==> src/rtl/mips_pkg.sv <==
// Shared MIPS datapath constants used by ID, WB, hazard logic and the register file.
package mips_pkg;

  localparam int unsigned DATA_W = 32;
  localparam int unsigned ADDR_W = 5;
  localparam int unsigned WCNT_W = 16;

  localparam logic [ADDR_W-1:0] REG_ZERO = '0;

endpackage : mips_pkg

==> src/rtl/mips_reg_file_if.sv <==
// Register-file bus: WB write port, ID read ports, debug read and write counter.
interface mips_reg_file_if
  import mips_pkg::*;
#(
  parameter int unsigned DW = mips_pkg::DATA_W,
  parameter int unsigned AW = mips_pkg::ADDR_W
) ();

  logic              RegWrite;
  logic [AW-1:0]     Write_Reg_Num;
  logic [DW-1:0]     reg_write_data;
  logic [AW-1:0]     rs;
  logic [AW-1:0]     rt;
  logic [DW-1:0]     Read_Data1;
  logic [DW-1:0]     Read_Data2;
  logic [AW-1:0]     dbg_addr;
  logic [DW-1:0]     dbg_data;
  logic [WCNT_W-1:0] wr_count;

  modport master (
    output RegWrite, Write_Reg_Num, reg_write_data, rs, rt, dbg_addr,
    input  Read_Data1, Read_Data2, dbg_data, wr_count
  );

  modport slave (
    input  RegWrite, Write_Reg_Num, reg_write_data, rs, rt, dbg_addr,
    output Read_Data1, Read_Data2, dbg_data, wr_count
  );

endinterface : mips_reg_file_if

==> src/rtl/reg_read_port.sv <==
// One ID-stage read port: $zero check, WB write-through compare and output mux.
module reg_read_port
  import mips_pkg::*;
#(
  parameter int unsigned DATA_W    = mips_pkg::DATA_W,
  parameter int unsigned ADDR_W    = mips_pkg::ADDR_W,
  parameter int unsigned BYPASS_EN = 1
) (
  input  logic [ADDR_W-1:0] i_idx,
  input  logic [DATA_W-1:0] i_stored,
  input  logic              i_we,
  input  logic [ADDR_W-1:0] i_wr_idx,
  input  logic [DATA_W-1:0] i_wr_data,
  output logic [DATA_W-1:0] o_data_c
);

  logic w_hit;

  assign w_hit = (BYPASS_EN != 0) && i_we && (i_idx == i_wr_idx);

  // $zero wins over bypass; bypass wins over stored value
  always_comb begin
    o_data_c = i_stored;
    if (i_idx == ADDR_W'(REG_ZERO)) begin
      o_data_c = '0;
    end else if (w_hit) begin
      o_data_c = i_wr_data;
    end
  end

endmodule : reg_read_port

==> src/rtl/mips_reg_file.sv <==
// 32x32 MIPS GPR file: WB write port, two combinational ID read ports with
// optional same-cycle write-through, debug read of storage and a write counter.
module mips_reg_file
  import mips_pkg::*;
#(
  parameter int unsigned DATA_W    = mips_pkg::DATA_W,
  parameter int unsigned ADDR_W    = mips_pkg::ADDR_W,
  parameter int unsigned BYPASS_EN = 1
) (
  input  logic           clk,
  input  logic           reset,
  mips_reg_file_if.slave bus
);

  localparam int unsigned DEPTH = 1 << ADDR_W;

  logic [DATA_W-1:0] r_regs [1:DEPTH-1];
  logic [DATA_W-1:0] w_view [DEPTH];
  logic [WCNT_W-1:0] r_wr_count;
  logic              w_commit;
  logic [DATA_W-1:0] w_rd1;
  logic [DATA_W-1:0] w_rd2;

  assign w_commit = bus.RegWrite && (bus.Write_Reg_Num != ADDR_W'(REG_ZERO));

  // Storage update; index 0 has no storage so writes to it are dropped
  always_ff @(posedge clk or posedge reset) begin
    if (reset) begin
      for (int i = 1; i < int'(DEPTH); i++) begin
        r_regs[i] <= '0;
      end
    end else if (w_commit) begin
      r_regs[bus.Write_Reg_Num] <= bus.reg_write_data;
    end
  end

  // Committed-write counter, saturating at all ones
  always_ff @(posedge clk or posedge reset) begin
    if (reset) begin
      r_wr_count <= '0;
    end else if (w_commit && (r_wr_count != '1)) begin
      r_wr_count <= r_wr_count + WCNT_W'(1);
    end
  end

  // Stored-value view with a constant zero at index 0
  always_comb begin
    w_view[0] = '0;
    for (int i = 1; i < int'(DEPTH); i++) begin
      w_view[i] = r_regs[i];
    end
  end

  reg_read_port #(
    .DATA_W    (DATA_W),
    .ADDR_W    (ADDR_W),
    .BYPASS_EN (BYPASS_EN)
  ) u_port_rs (
    .i_idx     (bus.rs),
    .i_stored  (w_view[bus.rs]),
    .i_we      (bus.RegWrite),
    .i_wr_idx  (bus.Write_Reg_Num),
    .i_wr_data (bus.reg_write_data),
    .o_data_c  (w_rd1)
  );

  reg_read_port #(
    .DATA_W    (DATA_W),
    .ADDR_W    (ADDR_W),
    .BYPASS_EN (BYPASS_EN)
  ) u_port_rt (
    .i_idx     (bus.rt),
    .i_stored  (w_view[bus.rt]),
    .i_we      (bus.RegWrite),
    .i_wr_idx  (bus.Write_Reg_Num),
    .i_wr_data (bus.reg_write_data),
    .o_data_c  (w_rd2)
  );

  assign bus.Read_Data1 = w_rd1;
  assign bus.Read_Data2 = w_rd2;
  assign bus.dbg_data   = w_view[bus.dbg_addr];
  assign bus.wr_count   = r_wr_count;

endmodule : mips_reg_file

==> src/flat_wrapper.sv <==
// flat-port wrapper written by rule: the top's interface ports become plain ports
module mips_reg_file_flat import mips_pkg::*;
#(
  parameter int unsigned DATA_W    = mips_pkg::DATA_W,
  parameter int unsigned ADDR_W    = mips_pkg::ADDR_W,
  parameter int unsigned BYPASS_EN = 1
)
  (clk, reset, bus_RegWrite, bus_Write_Reg_Num, bus_reg_write_data, bus_rs, bus_rt, bus_dbg_addr, bus_Read_Data1, bus_Read_Data2, bus_dbg_data, bus_wr_count);
  mips_reg_file_if bus_i ();
  input  logic clk;
  input  logic reset;
  input wire logic [$bits(bus_i.RegWrite)-1:0] bus_RegWrite;
  input wire logic [$bits(bus_i.Write_Reg_Num)-1:0] bus_Write_Reg_Num;
  input wire logic [$bits(bus_i.reg_write_data)-1:0] bus_reg_write_data;
  input wire logic [$bits(bus_i.rs)-1:0] bus_rs;
  input wire logic [$bits(bus_i.rt)-1:0] bus_rt;
  input wire logic [$bits(bus_i.dbg_addr)-1:0] bus_dbg_addr;
  output wire logic [$bits(bus_i.Read_Data1)-1:0] bus_Read_Data1;
  output wire logic [$bits(bus_i.Read_Data2)-1:0] bus_Read_Data2;
  output wire logic [$bits(bus_i.dbg_data)-1:0] bus_dbg_data;
  output wire logic [$bits(bus_i.wr_count)-1:0] bus_wr_count;
  assign bus_i.RegWrite = bus_RegWrite;
  assign bus_i.Write_Reg_Num = bus_Write_Reg_Num;
  assign bus_i.reg_write_data = bus_reg_write_data;
  assign bus_i.rs = bus_rs;
  assign bus_i.rt = bus_rt;
  assign bus_i.dbg_addr = bus_dbg_addr;
  assign bus_Read_Data1 = bus_i.Read_Data1;
  assign bus_Read_Data2 = bus_i.Read_Data2;
  assign bus_dbg_data = bus_i.dbg_data;
  assign bus_wr_count = bus_i.wr_count;
  mips_reg_file #(.DATA_W(DATA_W), .ADDR_W(ADDR_W), .BYPASS_EN(BYPASS_EN)) u_core (.clk(clk), .reset(reset), .bus(bus_i));
endmodule
==> config.mk <==
export PLATFORM = sky130hd
export DESIGN_NAME = mips_reg_file_flat
export DESIGN_NICKNAME = d
export VERILOG_FILES = /design/src/rtl/mips_pkg.sv /design/src/rtl/mips_reg_file_if.sv /design/src/rtl/reg_read_port.sv /design/src/rtl/mips_reg_file.sv /design/src/flat_wrapper.sv
export SDC_FILE = /design/constraint.sdc
export NUM_CORES = 2
export LEC_CHECK = 0
export CORE_UTILIZATION = 45
export DETAILED_ROUTE_END_ITERATION = 8
export PLACE_DENSITY = 0.69
export SLEW_MARGIN = 25
export SYNTH_ARGS = -nofsm -noshare
export SYNTH_HDL_FRONTEND = slang
export SYNTH_SLANG_ARGS = --single-unit
==> constraint.sdc <==
create_clock -name clk -period 51.1 [get_ports clk]
set_input_delay 12.775 -clock clk [delete_from_list [all_inputs] [get_ports clk]]
set_output_delay 12.775 -clock clk [all_outputs]
set_load 0.05 [all_outputs]
==> flow_metrics.env <==
export IMPL_fillerInstances=11556
export IMPL_drc=0
export IMPL_period_needed_ns=30.69
export IMPL_swShare_pct=31.00
export IMPL_multi_input_area_um2=35590
export IMPL_ir_drop_mv=0.02810
export IMPL_dieWidth_um=375.1
export IMPL_setup_violations_final=0
export IMPL_drt_pass1_iterations=5
export IMPL_finalSetupTns_ns=0
export IMPL_finalHoldViolations=0
export IMPL_p_total_w=0.002675
export IMPL_drv_slew=0
export IMPL_clockBufferDepth=3
export IMPL_ant_nets=0
export IMPL_clock_sinks=1008
export IMPL_leakagePower_nw=29.08
export IMPL_antenna_found_initial=9
export IMPL_syn_num_nets=4447
export IMPL_yosysWarningCount=0
export IMPL_status="complete, no violations"
export IMPL_die_height_um=375.1
export IMPL_drtIter0Drc=5904
export IMPL_postSynthCellCount=4391
export IMPL_vias=44340
export IMPL_num_nets_final=4330
export IMPL_cts_root_buffer="clkbuf_16"
export IMPL_grt_first_pass_wirelength_mm=317.8
export IMPL_initial_core_util_pct=45.46
export IMPL_overflow=0
export IMPL_synth_avg_cell_area_um2=14.27
export IMPL_synth_top_area_share_pct=40.26
export IMPL_portBuffers=166
export IMPL_grt_pass1_vias=43622
export IMPL_synth_edf_count=0
export IMPL_io_pins=167
export IMPL_cts_buffers=107
export IMPL_ys_async_sr_fraction_pct=100.0
export IMPL_clock_latency_ns=0.73
export IMPL_grtUsageTotal_pct=31.20
export IMPL_dieArea_um2=140700
export IMPL_ys_flop_type="dfrtp_1"
export IMPL_worstSetupEndpointType="output pin"
export IMPL_post_dp_hpwl_mm=116.2
export IMPL_ys_ff_latch=1008
export IMPL_p_clk_share_pct=31.3
export IMPL_drive_gt1_share_pct=50.37
export IMPL_drt_vias_per_instance=7.199
export IMPL_cap_violations=0
export IMPL_worstPathRequired_ns=38.33
export IMPL_synthTopCellsByArea="dfrtp_1, mux4_2, mux2_2, mux2i_1, clkbuf_1"
export IMPL_power_frac_comb_pct=27.3
export IMPL_postCtsSetupRepairBufs=0
export IMPL_final_cell_mix="mux2_2, dfrtp_1, mux4_2"
export IMPL_min_period_over_period_pct=60.07
export IMPL_design_core_area_um2=137800
export IMPL_final_common_cell="mux2_2"
export IMPL_syn_area_um2=62660
export IMPL_cts_tree="done"
export IMPL_syn2layout_area_growth_pct=10.64
export IMPL_grt_max_degree=100
export IMPL_hold_class="register to register"
export IMPL_place_congestion=0.8392
export IMPL_cts_hold_buffers_added=0
export IMPL_crit_type="input pin to output pin"
export IMPL_net_switching_power_w=0.0008295
export IMPL_wirelength_mm=220.0
export IMPL_regArea_um2=25220
export IMPL_tightest_slew_ns=1.186
export IMPL_rsz0062_at_grt="no"
export IMPL_finalClockSkew_ns=0.005455
export IMPL_p_int_w=0.001846
export IMPL_htreeDepth=3
export IMPL_cts_resized=0
export IMPL_rows=136
export IMPL_clk_pin_slew_ns=0.06
export IMPL_max_freq_mhz=32.58
export IMPL_worstPathArrival_ns=17.92
export IMPL_wire_per_inst_um=35.71
export IMPL_start_kind="input pin"
export IMPL_ys_types=53
export IMPL_powerDensity_nw_per_um2=38.59
export IMPL_seq_area_frac_synth_pct=40.26
export IMPL_seqPwrFrac_pct=41.4
export IMPL_cp_max_fo=56
export IMPL_synth_top_area_cell="dfrtp_1"
export IMPL_slew_headroom_pct=20.62
-- power by group through the flow --
stage / Combinational (W) / Sequential [W] / Clock, W
after floorplan: 0.000556 / 0.00108 / 0
after global placement: 0.000715 / 0.00110 / 0
after detailed placement: 0.000725 / 0.00111 / 0
after CTS: 0.000728 / 0.00110 / 0.000842
after global routing: 0.000769 / 0.00113 / 0.000875
final: 0.000732 / 0.00111 / 0.000837
-- cell type report --
cell class | instances | area share (%)
Multi-Input combinational cell | 2878 | 51.34
Sequential cell | 1008 | 36.39
Clock buffer | 155 | 4.574
Timing Repair Buffer | 273 | 3.610
Tap cell | 1794 | 3.238
Clock inverter | 42 | 0.8032
Inverter | 6 | 0.04332
Antenna cell | 3 | 0.01083
-- cell families after synthesis --
group,Yosys count,synth area share [%]
fa+ha+maj,1,0.01997
compound gates,475,5.531
buf+inv,505,3.515
simple gates,322,2.384
flops,1008,40.26
xor+xnor,22,0.3075
mux,2058,47.99
-- state kept, by name (all words and copies together) (netlist names) --
signal,count
u_core.r_regs,992
u_core.bus.wr_count,16
-- worst max-delay path: stages --
cell             delay [ns]
buf_8                  0.49
buf_4                  0.85
buf_4                  0.74
buf_4                  0.79
mux4_2                 0.37
mux2i_1                0.07
nand2_1                0.10
o311ai_0               0.16
a21oi_1                0.46
clkdlybuf4s50_1        0.90
-- through the flow --
stage | hold slack (ns) | setup slack (ns) | instances | area, um2 | utilization, %
final | 0.4941 | 20.41 | 6159 | 69320 | 50.30
after global routing | 0.5268 | 20.17 | 6156 | 69320 | 50.29
after CTS | 0.4998 | 20.46 | 6153 | 69280 | 50.26
after detailed placement | 0.4904 | 20.48 | 5956 | 65550 | 47.56
after global placement | 0.4878 | 20.45 | 5956 | 65530 | 47.55
after floorplan | 0.4951 | 9.962 | 4391 | 62660 | -
-- cell usage after synthesis, types with 34 or more instances --
cell type / count
a21oi_1: 54
a22o_1: 56
a22oi_1: 84
buf_1: 69
buf_2: 149
clkbuf_1: 252
dfrtp_1: 1008
mux2_2: 1165
mux2i_1: 252
mux4_2: 640
nand2_1: 130
nand3_1: 34
nor2_1: 60
nor3_1: 34
o2111ai_1: 36
o21ai_0: 106
-- layer usage --
layer / track usage, % / vias up / share of wire (%)
met5: 0.4460 / - / 0.032
met4: 14.52 / 6 / 5.0
met3: 9.993 / 547 / 12
met2: 45.68 / 2933 / 44
met1: 42.11 / 23706 / 38
li1: - / 17148 / -
-- final timing paths --
kind                                    startpoint                 endpoint  slack (ns)  depth (start not counted)
setup / recovery                         bus_rt[0]       bus_Read_Data2[23]       20.41                         10
hold / removal             u_core.bus.wr_count[12]  u_core.bus.wr_count[12]        0.49                          1
setup reg to reg            u_core.bus.wr_count[0]   u_core.bus.wr_count[6]       49.00                          6
hold reg to reg            u_core.bus.wr_count[12]  u_core.bus.wr_count[12]        0.49                          1
max in group asynchronous                    reset       u_core.r_regs[813]       33.84                          7
min in group asynchronous                    reset       u_core.r_regs[440]       12.53                          2
(Power assumes the default switching activity.)
